`config.mk`:
```
export PLATFORM = sky130hd
export DESIGN_NAME = serial_frame_deserializer
export DESIGN_NICKNAME = d
export VERILOG_FILES = /design/src/rtl/serial_frame_deserializer.sv
export SDC_FILE = /design/constraint.sdc
export NUM_CORES = 1
export LEC_CHECK = 0
export BUFFER_PORTS_ARGS = -buffer_cell sky130_fd_sc_hd__buf_4
export CELL_PAD_IN_SITES_DETAIL_PLACEMENT = 1
export CELL_PAD_IN_SITES_GLOBAL_PLACEMENT = 1
export CORE_ASPECT_RATIO = 1.75
export CORE_MARGIN = 2
export CORE_UTILIZATION = 42
export CTS_CLUSTER_SIZE = 8
export DETAILED_ROUTE_END_ITERATION = 8
export GPL_TIMING_DRIVEN = 0
export PLACE_DENSITY = 0.84
export SYNTH_ARGS = -nofsm -noshare
export SYNTH_HDL_FRONTEND = slang
export SYNTH_SLANG_ARGS = --single-unit
```
`constraint.sdc`:
```
create_clock -name i_clk -period 2.8 [get_ports i_clk]
set_clock_uncertainty 0.1 [all_clocks]
set_input_delay 0.56 -clock i_clk [delete_from_list [all_inputs] [get_ports i_clk]]
set_output_delay 0.56 -clock i_clk [all_outputs]
set_load 0.02 [all_outputs]
```
`src/rtl/serial_frame_deserializer.sv`:
```
// Serial frame deserializer: collects a 1..WIDTH bit serial frame (MSB- or
// LSB-first), presents it right-justified in a held output register and keeps it
// under a Valid/Ack handshake while the next frame is already being received.
//
// state | meaning
// ------+-----------------------------------------------------------------
// IDLE  | no frame in progress; waiting for Enable&Start
// SHIFT | frame in progress; collecting bits 2..N on Enable strobes
module serial_frame_deserializer #(
  parameter int WIDTH = 8,
  parameter int CNT_W = $clog2(WIDTH + 1)
) (
  input  logic             i_clk,
  input  logic             i_rst_n,
  input  logic             i_enable,
  input  logic             i_start,
  input  logic             i_serial,
  input  logic [CNT_W-1:0] i_frame_size,
  input  logic             i_msb_first,
  input  logic             i_ack,
  output logic [WIDTH-1:0] o_parallel,
  output logic             o_valid,
  output logic             o_busy,
  output logic             o_overrun
);

  typedef enum logic {
    IDLE  = 1'b0,
    SHIFT = 1'b1
  } state_t;

  localparam logic [CNT_W-1:0] L_WIDTH = CNT_W'(WIDTH);
  localparam logic [CNT_W-1:0] L_ONE   = CNT_W'(1);

  state_t           r_state;
  logic [WIDTH-1:0] r_shift;
  logic [CNT_W-1:0] r_cnt;
  logic [CNT_W-1:0] r_n;
  logic             r_msb;
  logic [WIDTH-1:0] r_parallel;
  logic             r_valid;
  logic             r_overrun;

  logic [CNT_W-1:0] w_size_n;
  logic             w_restart;
  logic             w_advance;
  logic [WIDTH-1:0] w_bit_word;
  logic [WIDTH-1:0] w_shift_next;
  logic [CNT_W-1:0] w_cnt_next;
  logic [CNT_W-1:0] w_n_eff;
  logic             w_done;

  // Next-bit datapath: out-of-range sizes fold to WIDTH; a Start always restarts.
  always_comb begin
    w_size_n     = ((i_frame_size == '0) || (i_frame_size > L_WIDTH)) ? L_WIDTH : i_frame_size;
    w_restart    = i_enable & i_start;
    w_advance    = i_enable & ~i_start & (r_state == SHIFT);
    w_bit_word   = {{(WIDTH-1){1'b0}}, i_serial};
    w_shift_next = r_shift;
    w_cnt_next   = r_cnt;
    w_n_eff      = r_n;
    if (w_restart) begin
      // First bit lands in [0] for both orders; upper bits start cleared.
      w_shift_next = w_bit_word;
      w_cnt_next   = L_ONE;
      w_n_eff      = w_size_n;
    end else if (w_advance) begin
      if (r_msb) begin
        w_shift_next = {r_shift[WIDTH-2:0], i_serial};
      end else begin
        w_shift_next = r_shift | (w_bit_word << r_cnt);
      end
      w_cnt_next = r_cnt + L_ONE;
    end
    w_done = (w_restart | w_advance) & (w_cnt_next == w_n_eff);
  end

  // Frame FSM and shift register.
  always_ff @(posedge i_clk or negedge i_rst_n) begin
    if (!i_rst_n) begin
      r_state <= IDLE;
      r_shift <= '0;
      r_cnt   <= '0;
      r_n     <= '0;
      r_msb   <= 1'b0;
    end else if (w_restart) begin
      r_shift <= w_shift_next;
      r_cnt   <= w_cnt_next;
      r_n     <= w_size_n;
      r_msb   <= i_msb_first;
      r_state <= w_done ? IDLE : SHIFT;
    end else if (w_advance) begin
      r_shift <= w_shift_next;
      r_cnt   <= w_cnt_next;
      r_state <= w_done ? IDLE : SHIFT;
    end
  end

  // Output word register with Valid/Ack handshake and sticky overrun.
  always_ff @(posedge i_clk or negedge i_rst_n) begin
    if (!i_rst_n) begin
      r_parallel <= '0;
      r_valid    <= 1'b0;
      r_overrun  <= 1'b0;
    end else if (w_done) begin
      r_parallel <= w_shift_next;
      r_valid    <= 1'b1;
      if (r_valid && !i_ack) begin
        r_overrun <= 1'b1;
      end
    end else if (i_ack) begin
      r_valid   <= 1'b0;
      r_overrun <= 1'b0;
    end
  end

  assign o_parallel = r_parallel;
  assign o_valid    = r_valid;
  assign o_overrun  = r_overrun;
  assign o_busy     = (r_state == SHIFT);

endmodule
```
==> impl_metrics.tcl, run 1 <==
set metrics [dict create \
    yosysTopAreaCell "dfrtp_1" \
    rr_startpoint "r_cnt[2]$_DFFE_PN0P_" \
    synth_nets 157 \
    synth-simple-area-share_pct 21.6 \
    synth-seq-cells 28 \
    synth.most_common_cell "dfrtp_1" \
    clockPowerShare_pct 23.1 \
    async_flop_share_pct 100 \
    first_pass_iters 4 \
    mappedNetlistArea_um2 1400 \
    first_global_vias 1297 \
    end_kind "register" \
    p_int_mw 0.894 \
    cts_buffers 3 \
    cts_tree "done" \
    crit_chain "buf_4 > buf_4 > nand3b_1 > a211o_1 > o32ai_1 > a31oi_1 > nor3_4 > mux2_2" \
    met2_usage_pct 37.6 \
    h-tree-depth 1 \
    cts.sinks 28 \
    worst_pin_slew_ps 593 \
    pwr-share-comb_pct 35.1 \
    ys_warn_count 0 \
    clockRootBuffer "clkbuf_8" \
    cts_max_path_buffers 2 \
    hold-worst-slack_ps 77.8 \
    max_stage_delay_ps 510 \
    final-hold-violation-count 0 \
    synth.area.mux_share_pct 7.14 \
    rr_worst_depth 6 \
    finish.utilization_pct 52.8 \
    rrSetupSlack_ps 290 \
    leakage_nw 0.792 \
    grt_pass1_wl_um 5700 \
    post-route-drc-count 0 \
    synth_fa_ha_area_share_pct 0.893 \
    io_pins 22 \
    outcome "finished, final reports clean" \
    syn_area_per_cell_um2 9.66 \
    r2r_end "o_parallel[3]$_DFFE_PN0P_" \
    final.period_utilization_pct 91.6 \
    synth_cells 145 \
    grt-busiest-layer "met2" \
    met3_usage_pct 3.60 \
    synth_cell_type_count 36 \
    cp-start-kind "primary input" \
    die_w_um 47.7 \
    gp_congestion 0.856 \
    drt_wl_total_um 3420 \
    synth_top_family_by_area "simple AND/OR/NAND/NOR gates" \
    rsz0062_at_grt "false" \
    synth_edf_count 0 \
    cts_resized 0 \
    p_seq_share_pct 41.8 \
    crit_top_cell "buf_4" \
    diodes 0 \
    post_cts_buffers 0 \
    setup_viol 0 \
    power.switching_mw 0.491 \
    antenna_found_initial 0 \
    required_ps 2870 \
    clkTransAtPathRegs_ps 100 \
    cp_slowest_cell "nor3_4" \
    ant_nets 0 \
    viasPerCell 5.58 \
    slew_viol_final 0 \
    netlist_top_cells_count "dfrtp_1 (28), o21ai_0 (19), nand2_1 (18)" \
    dp_hpwl_um 2610 \
    grt-ovfl-total 0 \
    slew_headroom_pct 60.2 \
    drive_above_1_share_pct 22.5 \
    routedWlPerCell_um 16.1 \
    hold_path_class "primary input to async pin" \
    track_usage_pct 20.9 \
    peakVddDrop_mv 0.604 \
    area_growth_pct 19.6 \
    synthTopCellsByArea "dfrtp_1 (50%), o21ai_0 (6.8%), mux2_2 (6.4%)" \
    rows 27 \
    swShare_pct 35.5 \
    synth_xor_xnor_area_share_pct 2.50 \
    ys.flop_type "dfrtp_1" \
    grt_max_degree 29 \
    num_vias 1183 \
    synth_compound_area_share_pct 14.3 \
    synth_top_cell_area_share_pct 50.0 \
    use_met1_pct 22.7 \
    nNetsFinal 182 \
    core-area_um2 3180 \
    start_util_pct 44.1 \
    clkLatencyLatePin_ps 280 \
    die_h_um 80.4 \
    final_area_um2 1680 \
    ctsHoldBuffers 0 \
    fillers 387 \
    drv_cap 0 \
    place_area_um2 1610 \
    yosysSeqAreaShare_pct 50.0 \
    max_freq_mhz 390 \
    dr.first_iter.drc_count 27 \
    cp_max_fo 10 \
    path_class "primary input to register" \
    dieArea_um2 3830 \
    p_per_area_nw_per_um2 826 \
    port_buffers 20 \
    finalCriticalPeriod_ps 2570 \
    cp.arrival_ps 2640 \
]
==> cell families (layout without fill, tap and decap cells) <==
logic type	after synthesis	after routing
multiplexers	9	9
buffers and inverters	12	36
AND/OR/NAND/NOR	57	57
adder cells (fa/ha/maj)	1	1
flip-flops	28	28
AO/OA/AOI/OAI	34	34
XOR/XNOR	4	4
==> power by group through the flow <==
| stage | clock, mW | sequential [mW] | combinational (mW) |
|---|---|---|---|
| 2_1_floorplan | 0 | 0.622 | 0.263 |
| 3_3_place_gp | 0 | 0.573 | 0.461 |
| 3_5_place_dp | 0 | 0.585 | 0.491 |
| 4_1_cts | 0.324 | 0.577 | 0.495 |
| 5_1_grt | 0.339 | 0.590 | 0.540 |
| 6_report | 0.320 | 0.579 | 0.486 |
==> critical path: cells and delay by family <==
family                 cells  cell delay (ps)
multiplexers               1              390
AO/OA/AOI/OAI              3              560
buffers and inverters      2              270
AND/OR/NAND/NOR            2              840
==> worst max-delay path by stage <==
stage,start,endpoint
after floorplan,i_enable,o_parallel[0]$_DFFE_PN0P_
after global placement,i_start,o_parallel[7]$_DFFE_PN0P_
after detailed placement,i_start,o_parallel[1]$_DFFE_PN0P_
after CTS,i_start,o_parallel[6]$_DFFE_PN0P_
after global routing,i_start,o_parallel[7]$_DFFE_PN0P_
final,i_start,o_parallel[3]$_DFFE_PN0P_
==> flip-flops by register name, indices dropped and copies added (netlist names) <==
signal      flops
o_busy          1
o_overrun       1
o_parallel      8
o_valid         1
r_cnt           4
r_msb           1
r_n             4
r_shift         8
==> metrics by stage <==
step / setup slack (ps) / setup TNS, ps / power (mW) / instances
floorplan: 407 / 0 / 0.885 / 145
global placement: -30.4 / -228 / 1.03 / 208
detailed placement: -123 / -959 / 1.08 / 208
CTS: 176 / 0 / 1.40 / 212
global route: 99.5 / 0 / 1.47 / 212
finish: 234 / 0 / 1.38 / 212
==> per-layer routing <==
metal  up-vias  routed length [µm]
met5         -                   0
met4         0                  48
met3         6                 103
met2        31                1940
met1       588                1330
li1        558                   -
==> cell usage in the layout (no fill, tap or decap), drive strengths merged <==
cell | synthesis | layout
dfrtp | 28 | 28
buf | 2 | 22
o21ai | 21 | 21
nand2 | 18 | 18
nor3 | 11 | 11
nor2 | 10 | 10
mux2 | 8 | 8
clkbuf | 4 | 7
inv | 6 | 6
nand3b | 4 | 4
a21o | 3 | 3
xnor2 | 3 | 3
a21oi | 3 | 3
nand2b | 3 | 3
and2 | 2 | 2
nand4 | 2 | 2
and4b | 1 | 1
a21bo | 1 | 1
nand4b | 1 | 1
a211o | 1 | 1
o32ai | 1 | 1
a31oi | 1 | 1
or3 | 1 | 1
xor2 | 1 | 1
and3b | 1 | 1
o211ai | 1 | 1
mux2i | 1 | 1
a2111oi | 1 | 1
nor4 | 1 | 1
or2 | 1 | 1
nor3b | 1 | 1
a22oi | 1 | 1
ha | 1 | 1
bufinv | 0 | 1
==> area by class of cell <==
class                      count  area [µm²]  share of cell area (%)
sequential                    28         701                    41.8
clock inverter                 1        30.0                    1.79
multi-input combinational    105         651                    38.8
buffer                         6        27.5                    1.64
clock buffer                   3        41.3                    2.46
inverter                       6        22.5                    1.34
timing repair buffer          20         150                    8.96
tap                           43        53.8                    3.21
No activity file was read; power rests on OpenSTA's default activity.
==> run 2: changes to the inputs <==
CTS_CLUSTER_SIZE = 40   (was 8)
GPL_TIMING_DRIVEN = 1   (was 0)
PLACE_DENSITY = default   (was 0.84)
PLACE_DENSITY_LB_ADDON = 0.1   (was default)
==> run 2 against run 1 <==
Non-clock buffer count decreased by 2. Final cell count fell by 0.94%. Critical endpoint unchanged. Core utilization barely moved. Critical path depth did not move. Total power decreased by 5.3%. Via count fell by 0.34%. Sequential cell count is the same. Sequential power grew 2%. Worst setup slack better by 300 ps. Highest routed layer unchanged. Register-to-register slack gained 250 ps. Final area is essentially flat.
==> impl_metrics.tcl, run 2 (same netlist as run 1, synthesis figures left out) <==
set metrics [dict create \
    outcome "finished, final reports clean" \
    ctsHoldBuffers 0 \
    clockRootBuffer "clkbuf_8" \
    cts.sinks 28 \
    io_pins 22 \
    final_common_cell "dfrtp_1" \
    setup_tns_ps 0 \
    slew_viol_final 0 \
    core-area_um2 3180 \
    clkTransAtPathRegs_ps 90 \
    finalCriticalPeriod_ps 2260 \
    antenna_found_initial 0 \
    cts_max_path_buffers 2 \
    die_w_um 47.7 \
    grt_pass1_wl_um 5830 \
    final_cell_mix "dfrtp_1 (28), buf_4 (23), o21ai_0 (19)" \
    max_stage_delay_ps 490 \
    peakVddDrop_mv 0.535 \
    drive_above_1_share_pct 24.0 \
    rows 27 \
    area_growth_pct 19.6 \
    ant_nets 0 \
    first_global_vias 1268 \
    nNetsFinal 180 \
    p_per_area_nw_per_um2 782 \
    diodes 0 \
    fillers 392 \
    numPlacedInstances 206 \
    max_freq_mhz 442 \
    viasPerCell 5.61 \
    cp_max_fo 10 \
    drt_wl_total_um 3500 \
    die_h_um 80.4 \
    clkLatencyLatePin_ps 270 \
    grt-ovfl-total 0 \
    final_cells 210 \
    final.period_utilization_pct 80.9 \
    crit_chain "ha_1 > nor2_1 > nor2_1 > o32ai_1 > a31oi_1 > nor3_4 > buf_12 > mux2_2" \
    path_class "register to register" \
    final-hold-violation-count 0 \
    num_vias 1179 \
    h-tree-depth 1 \
    grt_max_degree 29 \
    slew_headroom_pct 54.3 \
    dr.first_iter.drc_count 24 \
    gp_congestion 0.824 \
    cts_tree "done" \
    rsz0062_at_grt "false" \
    post_cts_buffers 0 \
    cp-start-kind "register" \
    drv_cap 0 \
    dieArea_um2 3830 \
    finish.utilization_pct 52.8 \
    place_area_um2 1620 \
    track_usage_pct 21.4 \
    final_area_um2 1680 \
    required_ps 2860 \
    post-route-drc-count 0 \
    setup_viol 0 \
    end_kind "register" \
    routedWlPerCell_um 16.6 \
    hold_path_class "primary input to async pin" \
    cp.arrival_ps 2330 \
    cts_resized 0 \
    start_util_pct 44.1 \
    leakage_nw 0.795 \
    hold-worst-slack_ps 85.9 \
    first_pass_iters 4 \
    port_buffers 21 \
    dp_hpwl_um 2670 \
    cts_buffers 3 \
    worst_pin_slew_ps 680 \
    crit_top_cell "nor2_1" \
    cp_slowest_cell "dfrtp_1" \
]
run 2: changes by cell type in the layout (fill, tap and decap cells not counted), sizes merged:
cell and delta:
bufinv -1, buf +2, clkbuf -3
run 2: layer usage:
metal,GRT usage [%],part of all wire (%)
met2,38.5,59
met1,24.5,36
met5,0,0
met4,7.84,1.7
met3,2.02,3.1
run 2: power breakdown:
group / total (mW) / switching (mW) / internal [mW]
Clock: 0.241 / 0.116 / 0.126
Combinational: 0.478 / 0.266 / 0.212
Sequential: 0.592 / 0.0922 / 0.500
Total: 1.31 / 0.473 / 0.838
run 2: through the flow:
step | worst slack [ps] | total power, mW
after floorplan | 407 | 0.885
after global placement | 340 | 1.06
after detailed placement | 321 | 1.08
after CTS | 494 | 1.33
after global routing | 282 | 1.40
final | 535 | 1.31
run 2: worst paths after layout:
kind | start | to | slack (ps) | cells after the start
min | i_rst_n | r_n[3]$_DFF_PN0_ | 90 | 1
max reg2reg | r_cnt[1]$_DFFE_PN0P_ | o_parallel[3]$_DFFE_PN0P_ | 540 | 8
min reg2reg | r_n[2]$_DFF_PN0_ | r_n[2]$_DFF_PN0_ | 400 | 2
min in group i_clk | i_msb_first | r_msb$_DFFE_PN0N_ | 390 | 3
max | r_cnt[1]$_DFFE_PN0P_ | o_parallel[3]$_DFFE_PN0P_ | 540 | 8
max in group asynchronous | i_rst_n | r_n[1]$_DFF_PN0_ | 2250 | 1
run 2: worst max-delay path: cells and delay by family (launching register included):
family,cells,cell delay (ps)
AO/OA/AOI/OAI,2,350
adder cells (fa/ha/maj),1,330
buffers and inverters,1,160
flip-flops,1,490
multiplexers,1,330
AND/OR/NAND/NOR,3,410
run 2: layout make-up:
type	count	area [µm²]	share of cell area [%]
Timing Repair Buffer	24	193	11.5
Inverter	6	22.5	1.34
Multi-Input combinational cell	105	651	38.8
Sequential cell	28	701	41.8
Clock buffer	4	55.1	3.29
Tap cell	43	53.8	3.21
==> run 3: changes to the inputs <==
ABC_AREA = 1   (was default)
CORE_UTILIZATION = 37   (was 42)
clock period = 2 ns   (was 2.8 ns; I/O delays follow)
==> run 3 against run 2 <==
Sequential cell count unchanged. Combinational power rose by 100%. Wire length is 25% higher. Total power increased by 64%. Die area rose by 22%. Register-to-register slack lost 350 ps. Largest power group is now combinational logic.
==> impl_metrics.tcl, run 3 <==
set metrics [dict create \
    p_per_area_nw_per_um2 1170 \
    slew_headroom_pct 74.7 \
    min_delay_path_depth 3 \
    start_util_pct 37.6 \
    post-route-drc-count 0 \
    core-area_um2 4070 \
    viasPerCell 5.06 \
    seqCellArea_um2 702 \
    final.period_utilization_pct 90.6 \
    port_buffers 21 \
    drt_wl_total_um 4380 \
    cts_buffers 3 \
    setup_tns_ps 0 \
    area_growth_pct 20.0 \
    cts_max_path_buffers 2 \
    cp-start-kind "register" \
    rows 31 \
    clkTransAtPathRegs_ps 100 \
    ys_warn_count 0 \
    ant_nets 0 \
    rsz0062_at_grt "false" \
    synth_edf_count 0 \
    path_class "register to register" \
    worst_pin_slew_ps 380 \
    diodes 0 \
    cp_max_fo 10 \
    end_kind "register" \
    synth_nets 210 \
    routedWlPerCell_um 15.9 \
    leakage_nw 0.997 \
    h-tree-depth 1 \
    setup_viol 0 \
    peakVddDrop_mv 0.583 \
    slew_viol_final 0 \
    die_w_um 52.6 \
    io_pins 22 \
    max_freq_mhz 552 \
    p_int_mw 1.25 \
    min_from "i_msb_first" \
    grt_max_degree 29 \
    antenna_found_initial 0 \
    yosysTopAreaCell "dfrtp_1" \
    synth_cell_type_count 24 \
    die_h_um 89.1 \
    grt-ovfl-total 0 \
    final_cell_mix "nand2_1 (67), buf_4 (27), dfrtp_1 (27)" \
    netlist_top_cells_count "nand2_1 (67), dfrtp_1 (28), inv_1 (25)" \
    mappedNetlistArea_um2 1530 \
    syn_area_per_cell_um2 7.73 \
    final-hold-violation-count 0 \
    clockPowerShare_pct 16.7 \
    num_vias 1397 \
    hold-worst-slack_ps 239 \
    hold_path_class "primary input to register" \
    fillers 538 \
    dieArea_um2 4690 \
    rrSetupSlack_ps 190 \
    synthTopCellsByArea "dfrtp_1 (46%), nand2_1 (16%), nand3_1 (6.5%)" \
    power_mw 2.16 \
    gp_congestion 0.845 \
    cts.sinks 28 \
    final_common_cell "nand2_1" \
    dr.first_iter.drc_count 35 \
    synth-seq-cells 28 \
    nNetsFinal 240 \
    finalCriticalPeriod_ps 1810 \
    required_ps 2070 \
    yosysSeqAreaShare_pct 45.8 \
    pwr-share-comb_pct 44.5 \
    ys.flop_type "dfrtp_1" \
    async_flop_share_pct 100 \
    p_seq_share_pct 38.9 \
    outcome "finished, final reports clean" \
    drive_above_1_share_pct 21.6 \
    synth_cells 198 \
    drv_cap 0 \
    first_global_vias 1543 \
    cp.arrival_ps 1890 \
    swShare_pct 41.9 \
    track_usage_pct 21.7 \
    grt_pass1_wl_um 7380 \
    rr_worst_depth 11 \
    clkLatencyLatePin_ps 270 \
    synth_top_cell_area_share_pct 45.8 \
    first_pass_iters 4 \
    clockRootBuffer "clkbuf_8" \
    cts_tree "done" \
    synth.most_common_cell "nand2_1" \
    rr_startpoint "o_busy$_DFFE_PN0P_" \
    r2r_end "o_parallel[6]$_DFFE_PN0P_" \
    multi_input_area_um2 708 \
    holdPathEnd "r_msb$_DFFE_PN0N_" \
    power.switching_mw 0.903 \
    dp_hpwl_um 3490 \
]
run 3: cell types whose count changed after synthesis, moves of 4 or more:
cell      before  now
mux2_2         8    0
nand3_2        0    4
nor3_1        10    2
nand3_1        0   20
o21ai_0       19   13
a21boi_0       0    4
nand2_1       18   67
inv_1          6   25
nand3b_1       4    0
nand2_2        0    4
run 3: critical path, stage by stage (launching register included):
cell,delay (ps)
dfrtp_1,400
nand2_2,120
nor2_4,210
nand2_1,70
nand2_1,110
inv_1,70
nor2_2,140
nand2_1,60
nand2_1,110
nand3_4,160
nand2_1,100
nand2_1,50
run 3: through the flow:
| step | instance area (µm²) | util (%) | std cells | worst slack, ps |
|---|---|---|---|---|
| after floorplan | 1530 | - | 198 | 341 |
| after CTS | 1830 | 44.8 | 275 | 103 |
| after detailed placement | 1760 | 43.2 | 270 | 4.20 |
| after global routing | 1840 | 45.1 | 276 | 9.40 |
| after global placement | 1760 | 43.2 | 270 | 72.5 |
| final | 1840 | 45.1 | 276 | 187 |
run 3: power by group through the flow:
stage / clock (mW) / combinational, mW / sequential (mW)
2_1_floorplan: 0 / 0.506 / 0.914
3_3_place_gp: 0 / 0.918 / 0.839
3_5_place_dp: 0 / 0.951 / 0.848
4_1_cts: 0.375 / 0.957 / 0.838
5_1_grt: 0.388 / 1.08 / 0.860
6_report: 0.359 / 0.959 / 0.837
run 3: how the worst max path moves through the flow:
stage / from / endpoint / slack (ps)
after floorplan: o_busy$_DFFE_PN0P_ / o_parallel[0]$_DFFE_PN0P_ / 340
after global placement: i_enable / o_parallel[7]$_DFFE_PN0P_ / 70
after detailed placement: i_enable / o_parallel[6]$_DFFE_PN0P_ / 4
after CTS: o_busy$_DFFE_PN0P_ / o_parallel[6]$_DFFE_PN0P_ / 100
after global routing: o_busy$_DFFE_PN0P_ / o_parallel[2]$_DFFE_PN0P_ / 9
final: o_busy$_DFFE_PN0P_ / o_parallel[6]$_DFFE_PN0P_ / 190
run 3: cell type report:
class,instances,area share (%)
clock buffers,4,3.00
flip-flops and latches,28,38.2
inverters,26,5.31
multi-input cells,141,38.6
well taps,49,3.34
repair buffers,28,11.6
run 3: cell families after synthesis:
group,share of synthesized area (%)
simple gates,37.1
flops,45.8
fa+ha+maj,0.818
compound gates,8.18
buf+inv,8.09
run 3: repair_timing:
action / in CTS / in global routing
setup buffers: 0 / 1
gates resized for setup: 0 / 2
endpoints found under the setup margin: 0 / 9
hold buffers: 1 / 0
hold endpoints to repair: 28 / 0
run 3: routing by layer:
metal,part of all wire (%),global-route usage [%],routed length (µm)
met1,36,22.9,1590
met4,3.1,10.7,136
met3,2.5,1.67,108
met2,58,41.5,2550
met5,0,0,0
